<file path="config.mk">
export PLATFORM = sky130hd
export DESIGN_NAME = bcd_down_timer
export DESIGN_NICKNAME = d
export VERILOG_FILES = /design/src/rtl/timer_pkg.sv /design/src/rtl/bcd_digit_down.sv /design/src/rtl/bcd_down_timer.sv
export SDC_FILE = /design/constraint.sdc
export NUM_CORES = 1
export LEC_CHECK = 0
export ABC_AREA = 1
export CORE_UTILIZATION = 49
export DETAILED_ROUTE_END_ITERATION = 10
export PLACE_DENSITY = 0.78
export REMOVE_ABC_BUFFERS = 1
export SKIP_LAST_GASP = 1
export SYNTH_ARGS = -nofsm -noshare
export SYNTH_HDL_FRONTEND = slang
export SYNTH_SLANG_ARGS = --single-unit
</file>
<file path="constraint.sdc">
create_clock -name clk -period 1.56 [get_ports clk]
set_input_delay 0.156 -clock clk [delete_from_list [all_inputs] [get_ports clk]]
set_output_delay 0.156 -clock clk [all_outputs]
set_load 0.02 [all_outputs]
</file>
<file path="src/rtl/timer_pkg.sv">
// Shared types and constants for the BCD countdown timer.
// Holds the timer state encoding and the per-digit BCD limits.
package timer_pkg;

  localparam int BCD_W = 4;
  localparam logic [BCD_W-1:0] BCD_MAX = 4'd9;

  typedef enum logic [1:0] {
    IDLE,
    RUN,
    PAUSED,
    EXPIRED
  } timer_state_t;

  // Digits loaded from outside may be non-BCD (A..F); clamp them to 9.
  function automatic logic [BCD_W-1:0] sat_digit(input logic [BCD_W-1:0] d);
    return (d > BCD_MAX) ? BCD_MAX : d;
  endfunction

endpackage

</file>
<file path="src/rtl/bcd_digit_down.sv">
// One BCD digit of the countdown chain: loadable, decrements on dec_en,
// wraps 0 -> 9 and reports a borrow to the next more significant digit.
module bcd_digit_down
  import timer_pkg::*;
(
  input  logic             clk,
  input  logic             rst_n,
  input  logic             dec_en,
  input  logic             load,
  input  logic [BCD_W-1:0] load_digit,
  output logic [BCD_W-1:0] digit,
  output logic             borrow_out
);

  assign borrow_out = dec_en & (digit == '0);

  // NOTE: registers use non-blocking assignments so every flop samples the
  // pre-edge values of its neighbours, independent of block evaluation order.
  always_ff @(posedge clk or negedge rst_n) begin
    if (!rst_n) begin
      digit <= '0;
    end else if (load) begin
      digit <= load_digit;
    end else if (dec_en) begin
      digit <= (digit == '0) ? BCD_MAX : digit - 4'd1;
    end
  end

endmodule

</file>
<file path="src/rtl/bcd_down_timer.sv">
// Multi-digit BCD countdown timer: load/start/pause control, ripple-borrow
// decrement on tick, one-cycle done pulse and optional periodic reload.
module bcd_down_timer
  import timer_pkg::*;
#(
  parameter int DIGITS = 2
) (
  input  logic                    clk,
  input  logic                    rst_n,
  input  logic                    tick,
  input  logic                    load,
  input  logic [BCD_W*DIGITS-1:0] load_val,
  input  logic                    start,
  input  logic                    pause,
  input  logic                    auto_reload,
  output logic [BCD_W*DIGITS-1:0] count,
  output logic                    running,
  output logic                    zero,
  output logic                    done
);

  localparam int W = BCD_W * DIGITS;

  timer_state_t  state;
  logic [W-1:0]  reload_q;
  logic [W-1:0]  load_sat;
  logic [W-1:0]  digit_val;
  logic          digit_load;
  logic          tick_act;
  logic          start_reload;
  logic          underflow;
  logic          auto_mode;
  logic          count_is_one;
  logic [DIGITS:0] chain;

  assign auto_mode    = auto_reload && (reload_q != '0);
  assign zero         = (count == '0);
  assign count_is_one = (count == W'(1));
  assign running      = (state == RUN);

  // A tick only counts when no command claims the cycle.
  assign tick_act     = !load && !pause && !start && tick && (state == RUN);
  assign start_reload = !load && !pause && start && (state == EXPIRED) && (reload_q != '0);

  // Ticking while already at zero ripples a borrow out of the top digit;
  // that is the wrap point where periodic mode reloads and one-shot clamps.
  assign chain[0]  = tick_act;
  assign underflow = chain[DIGITS];

  for (genvar gi = 0; gi < DIGITS; gi++) begin : g_digit
    assign load_sat[BCD_W*gi +: BCD_W] = sat_digit(load_val[BCD_W*gi +: BCD_W]);

    bcd_digit_down u_digit (
      .clk        (clk),
      .rst_n      (rst_n),
      .dec_en     (chain[gi]),
      .load       (digit_load),
      .load_digit (digit_val[BCD_W*gi +: BCD_W]),
      .digit      (count[BCD_W*gi +: BCD_W]),
      .borrow_out (chain[gi+1])
    );
  end

  // NOTE: every always_comb output gets a default first, so no path leaves
  // it unassigned and no latch is inferred.
  always_comb begin
    digit_load = 1'b0;
    digit_val  = reload_q;
    if (load) begin
      digit_load = 1'b1;
      digit_val  = load_sat;
    end else if (start_reload) begin
      digit_load = 1'b1;
    end else if (underflow) begin
      digit_load = 1'b1;
      if (!auto_mode) digit_val = '0;
    end
  end

  always_ff @(posedge clk or negedge rst_n) begin
    if (!rst_n) begin
      state    <= IDLE;
      reload_q <= '0;
      done     <= 1'b0;
    end else begin
      done <= 1'b0;
      if (load) begin
        reload_q <= load_sat;
        state    <= IDLE;
      end else if (pause) begin
        if (state == RUN) state <= PAUSED;
      end else if (start) begin
        case (state)
          IDLE, PAUSED: if (!zero) state <= RUN;
          EXPIRED:      if (reload_q != '0) state <= RUN;
          default:      ;
        endcase
      end else if (tick && state == RUN) begin
        if (underflow) begin
          if (!auto_mode) state <= EXPIRED;
        end else if (count_is_one) begin
          done <= 1'b1;
          if (!auto_mode) state <= EXPIRED;
        end
      end
    end
  end

endmodule
</file>
Word level (Yosys, flattened, before mapping)
Cells that the tools add are included.
W data, S select, Z words.

word-level totals
  register bits = 19
  latch bits = 0
  bits in writable memories = 0
  bits in read-only memories = 0
  output and inout port bits = 11
  memories kept = 0

operators by class
  add/subtract/negate cells = 2
  multipliers = 0
  div/mod/pow operators = 0
  $lt $le $gt $ge = 2
  equal/unequal tests = 8
  shift-type cells = 0
  mux-type cells = 32
  bitwise gates (word level) = 2
  reduce and logical (&&, ||, !) cells = 23

operators with widths
  cell                   count
  $mux W4                8
  $mux W8                4
  $mux W2                10
  $ne A5 B5 Y1 const B   2
  $logic_and A1 B1 Y1    9
  $mux W1                9
  $eq A8 B1 Y1 const B   1
  $gt A4 B4 Y1 const B   2
  $logic_not A4 Y1       2
  $logic_not A8 Y1       1
  $reduce_bool A8 Y1     1
  $sub A4 B1 Y4 const B  2
  $reduce_and A6 Y1      1
  $ne A5 B2 Y1 const B   1
  $reduce_bool A5 Y1     1
  $eq A2 B2 Y1 const B   2
  $pmux W2 S2            1
  $reduce_bool A2 Y1     2
  $reduce_bool A4 Y1     1
  $logic_not A1 Y1       3
  $ne A3 B2 Y1 const B   1
  $and A1 B1 Y1          2
  $eq A2 B1 Y1 const B   1
  $logic_not A2 Y1       1
  $reduce_or A2 Y1       1

Logic depth before layout (Yosys ltp)
  depth in word-level cells = 12
  mapped depth = 11
  depth with buffers taken out = 11

Hierarchy
From an unflattened synthesis, not the netlist that was laid out.

second synthesis, totals
  cells, all modules = 199
  area, all modules = 1321.3 um^2

modules (own cells, without submodules)
  module          instances  cells each  area an instance (um^2)  sequential area each (um^2)
  bcd_down_timer  1          125         833.3                    275.3
  bcd_digit_down  2          37          244.0                    100.1

Worst setup path after synthesis
Ideal clock, no wire load.

  path kind = flip-flop to flip-flop
  from = register g_digit[1].u_digit.digit[0]
  to = register g_digit[1].u_digit.digit[1]
  arrival time = 1.445 ns
  data required time = 1.442 ns
  path slack = -0.002 ns
  cell stages (with the launch flop) = 11
  period minus slack after synthesis = 1.562 ns
  cells stage by stage = dfrtp_1 nor2_2 nand2_2 nor2_4 nand2_4 nand3_4 inv_4 nand2_1 nand2_1 nand2_1 nand2_1

between the ends
  longest elaborated chain between the ends = 6
  elaborated cells between the ends (all ways) = 13

RTL lines
  item                                                                   RTL line              source
  start: declaration                                                     bcd_digit_down.sv:11  output logic [BCD_W-1:0] digit,
  start signal: assignment                                               bcd_digit_down.sv:23  digit <= load_digit;
  start signal: assignment                                               bcd_digit_down.sv:25  digit <= (digit == '0) ? BCD_MAX : digit - 4'd1;
  parallel branches: the longest is 6 deep, another holds $sub A4 B1 Y4  n/a

Parallel ways; which one is timed is not known. The select of a mux whose other input is x is not followed.
A chain may end at the register's enable or synchronous reset.

Worst setup path in the final report
  from = register g_digit[1].u_digit.digit[1]
  to = output port zero

between the ends
  longest elaborated chain between the ends = 1

RTL lines
  item              RTL line              source
  $logic_not A8 Y1  bcd_down_timer.sv:37  assign zero = (count == '0);
  end: declaration  bcd_down_timer.sv:18  output logic zero,

Every way passes these cells.

==> impl_metrics.ini <==
[logic_synthesis]
synth_compound_area_frac = 0.08802
yosys.area.top_type = dfrtp_1
postSynthAreaPerCell_um2 = 7.108
synth_area_mm2 = 0.001180
synthCells = 166
yosys_warnings = 0
ys_seq_area_frac = 0.4030
synth_top_family_by_area = simple AND/OR/NAND/NOR gates
yosys_register_bits = 19
synthMuxAreaShare = 0
synthTopCellsByArea = dfrtp_1 (40%), nand2_1 (17%), inv_1 (6.4%)
synthSimpleGateAreaFrac = 0.4178
synth_cell_types = 23
netlist.area_leader.share = 0.4030
synthAdderAreaFrac = 0
synthXorXnorAreaFrac = 0.01485

[detailed_routing]
top_layer = met4
drt-wirelength-per-cell_um = 12.15
wl_mm = 3.026
drt_iter0_drc = 49
ant_nets = 0
wl_met1_mm = 1.311
drt-pass1-iter-count = 5
met3_length_um = 136
viasPerCell = 5.120
drcViolationCount = 0
dr_wl_met2_mm = 1.506
dr_total_vias = 1275

[grt]
grt_pass1_wl_mm = 4.961
grt_overflow_total = 0
grt_pass1_vias = 1171
grt_max_degree = 20
grtUsageTotal = 0.2613
antenna_found_initial = 0

[worst_setup_path]
path_cells = nor2_2 > nand2_2 > nor2_4 > clkdlybuf4s15_1
worst_ep_arrival_time_ns = 1.42
rrSetupSlack_ns = 0.07
cp.required_ns = 1.40
slowest_delay_ns = 0.41
criticalPathCategory = reg2out
crit_path_start_kind = flop
critPathCaptureType = primary output
slowest_stage = dfrtp_1
cp_max_fo = 3

[clocking]
h-tree-depth = 1
postCtsHoldBufs = 0
cts_made_buffers = 3
cts.reportedPaths.clkPinSlew_ns = 0.12
cts_tree = done
clock-root-buffer = clkbuf_4
insertion_delay_ns = 0.32
clock_sinks = 19
clock_path_buffers = 2

[die]
rows = 17
dieHeight_um = 51.07
die_w_um = 51.07
start_util = 0.5283
dieArea_mm2 = 0.002608
ios = 26
core_mm2 = 0.002233

[cells_and_area]
drive_gt1_frac = 0.2534
final_nets = 237
diodes = 0
layout_commonest_cell = nand2_1
final_cell_mix = nand2_1 (48), buf_4 (25), inv_1 (19)
fillers = 164
areaGrowthSynthToFinish_pct = 48.78
final_util = 0.7860

[place]
port_buffers = 25
dp_hpwl_mm = 2.235
place_ws_ns = -0.2062
gp_congestion = 0.8811

[sta]
min_period_ns = 1.572
fin_setup_tns_ns = -0.01180
max_slew_margin = 0.8206
skew_ns = 0.006684
worst_pin_slew_ns = 0.2686
setup_viol = 1
timing_hold_violations_final = 0
rsz0062_at_grt = yes
finalWorstSetupSlack_ns = -0.01180
fmax_mhz = 636.2
slew_viol_final = 0
post-route-period-util = 1.008

[pwr]
pwr_density_cell_mw_per_mm2 = 795.2
ir_drop_v = 0.0008409
total_leakage_power_nw = 0.9858
power.total_mw = 1.396

[run]
maxCapViolCount = 0

[outcome]
violations = negative setup slack
status = finished with violations

[hold_path]
hold_class = in2async
cell type report:
class | instances | area (um^2) | share of cell area
Multi-Input combinational cell | 125 | 673.1 | 0.3835
Clock buffer | 3 | 22.52 | 0.01283
Clock inverter | 1 | 7.507 | 0.004277
Timing Repair Buffer | 51 | 455.4 | 0.2594
Inverter | 22 | 85.08 | 0.04847
Tap cell | 28 | 35.03 | 0.01996
Sequential cell | 19 | 476.7 | 0.2716
flip-flops by register name, summed over array words and instances, names as in the netlist:
register	flops
done	1
g_digit.u_digit.digit	8
reload_q	8
state	2
worst paths after layout:
| path | startpoint | end | depth (start not counted) |
|---|---|---|---|
| max in group asynchronous | rst_n | state[0]$_DFFE_PN0P_ | 2 |
| min in group clk | load | state[1]$_DFFE_PN0P_ | 4 |
| worst max register to register | g_digit[1].u_digit.digit[1]$_DFFE_PN0P_ | g_digit[1].u_digit.digit[2]$_DFFE_PN0P_ | 11 |
| worst max-delay path | g_digit[1].u_digit.digit[1]$_DFFE_PN0P_ | zero | 4 |
| worst min register to register | reload_q[7]$_DFFE_PN0P_ | reload_q[7]$_DFFE_PN0P_ | 2 |
| worst min-delay path | rst_n | state[1]$_DFFE_PN0P_ | 2 |
synthesized netlist by cell type, drive strengths merged:
library cell  count
nand2            57
nand3            17
nor3              1
nor2             25
o221ai            1
dfrtp            19
xnor2             2
o211ai            2
a21oi             8
buf               1
nand4             3
inv              22
o21ai             8
metal layers:
layer | GRT usage | up-vias
met4 | 0.1111 | 0
li1 | - | 644
met2 | 0.4430 | 39
met3 | 0.03571 | 9
met5 | 0 | -
met1 | 0.3308 | 583
power breakdown:
group	internal [mW]	switching (mW)	total (mW)
sequential	0.548	0.0437	0.592
clock	0.0982	0.173	0.271
combinational	0.247	0.287	0.533
total	0.893	0.503	1.40
critical path: cells and delay by family, from the launching register on:
kind                   cells  cell delay, ns
DFF                        1            0.41
and+or+nand+nor            3            0.38
buffers and inverters      1            0.31
logic make-up after synthesis:
| family | after synthesis |
|---|---|
| AND/OR/NAND/NOR | 103 |
| XOR/XNOR | 2 |
| AO/OA/AOI/OAI | 19 |
| flip-flops | 19 |
| buffers and inverters | 23 |
metrics by stage:
| step | hold slack [ns] | instance area (um^2) | instances |
|---|---|---|---|
| global placement | 0.4906 | 1618 | 239 |
| detailed placement | 0.4948 | 1618 | 239 |
| global route | 0.1651 | 1755 | 249 |
| floorplan | -0.1396 | 1175 | 165 |
| CTS | 0.1571 | 1640 | 243 |
| finish | 0.1529 | 1755 | 249 |
repair_timing:
item                       CTS  global route
gates resized for setup      6            22
pin swaps                    0            14
cloned                       0             1
setup endpoints to repair    6            16
buffers inserted             0             5
(Power assumes the default switching activity.)
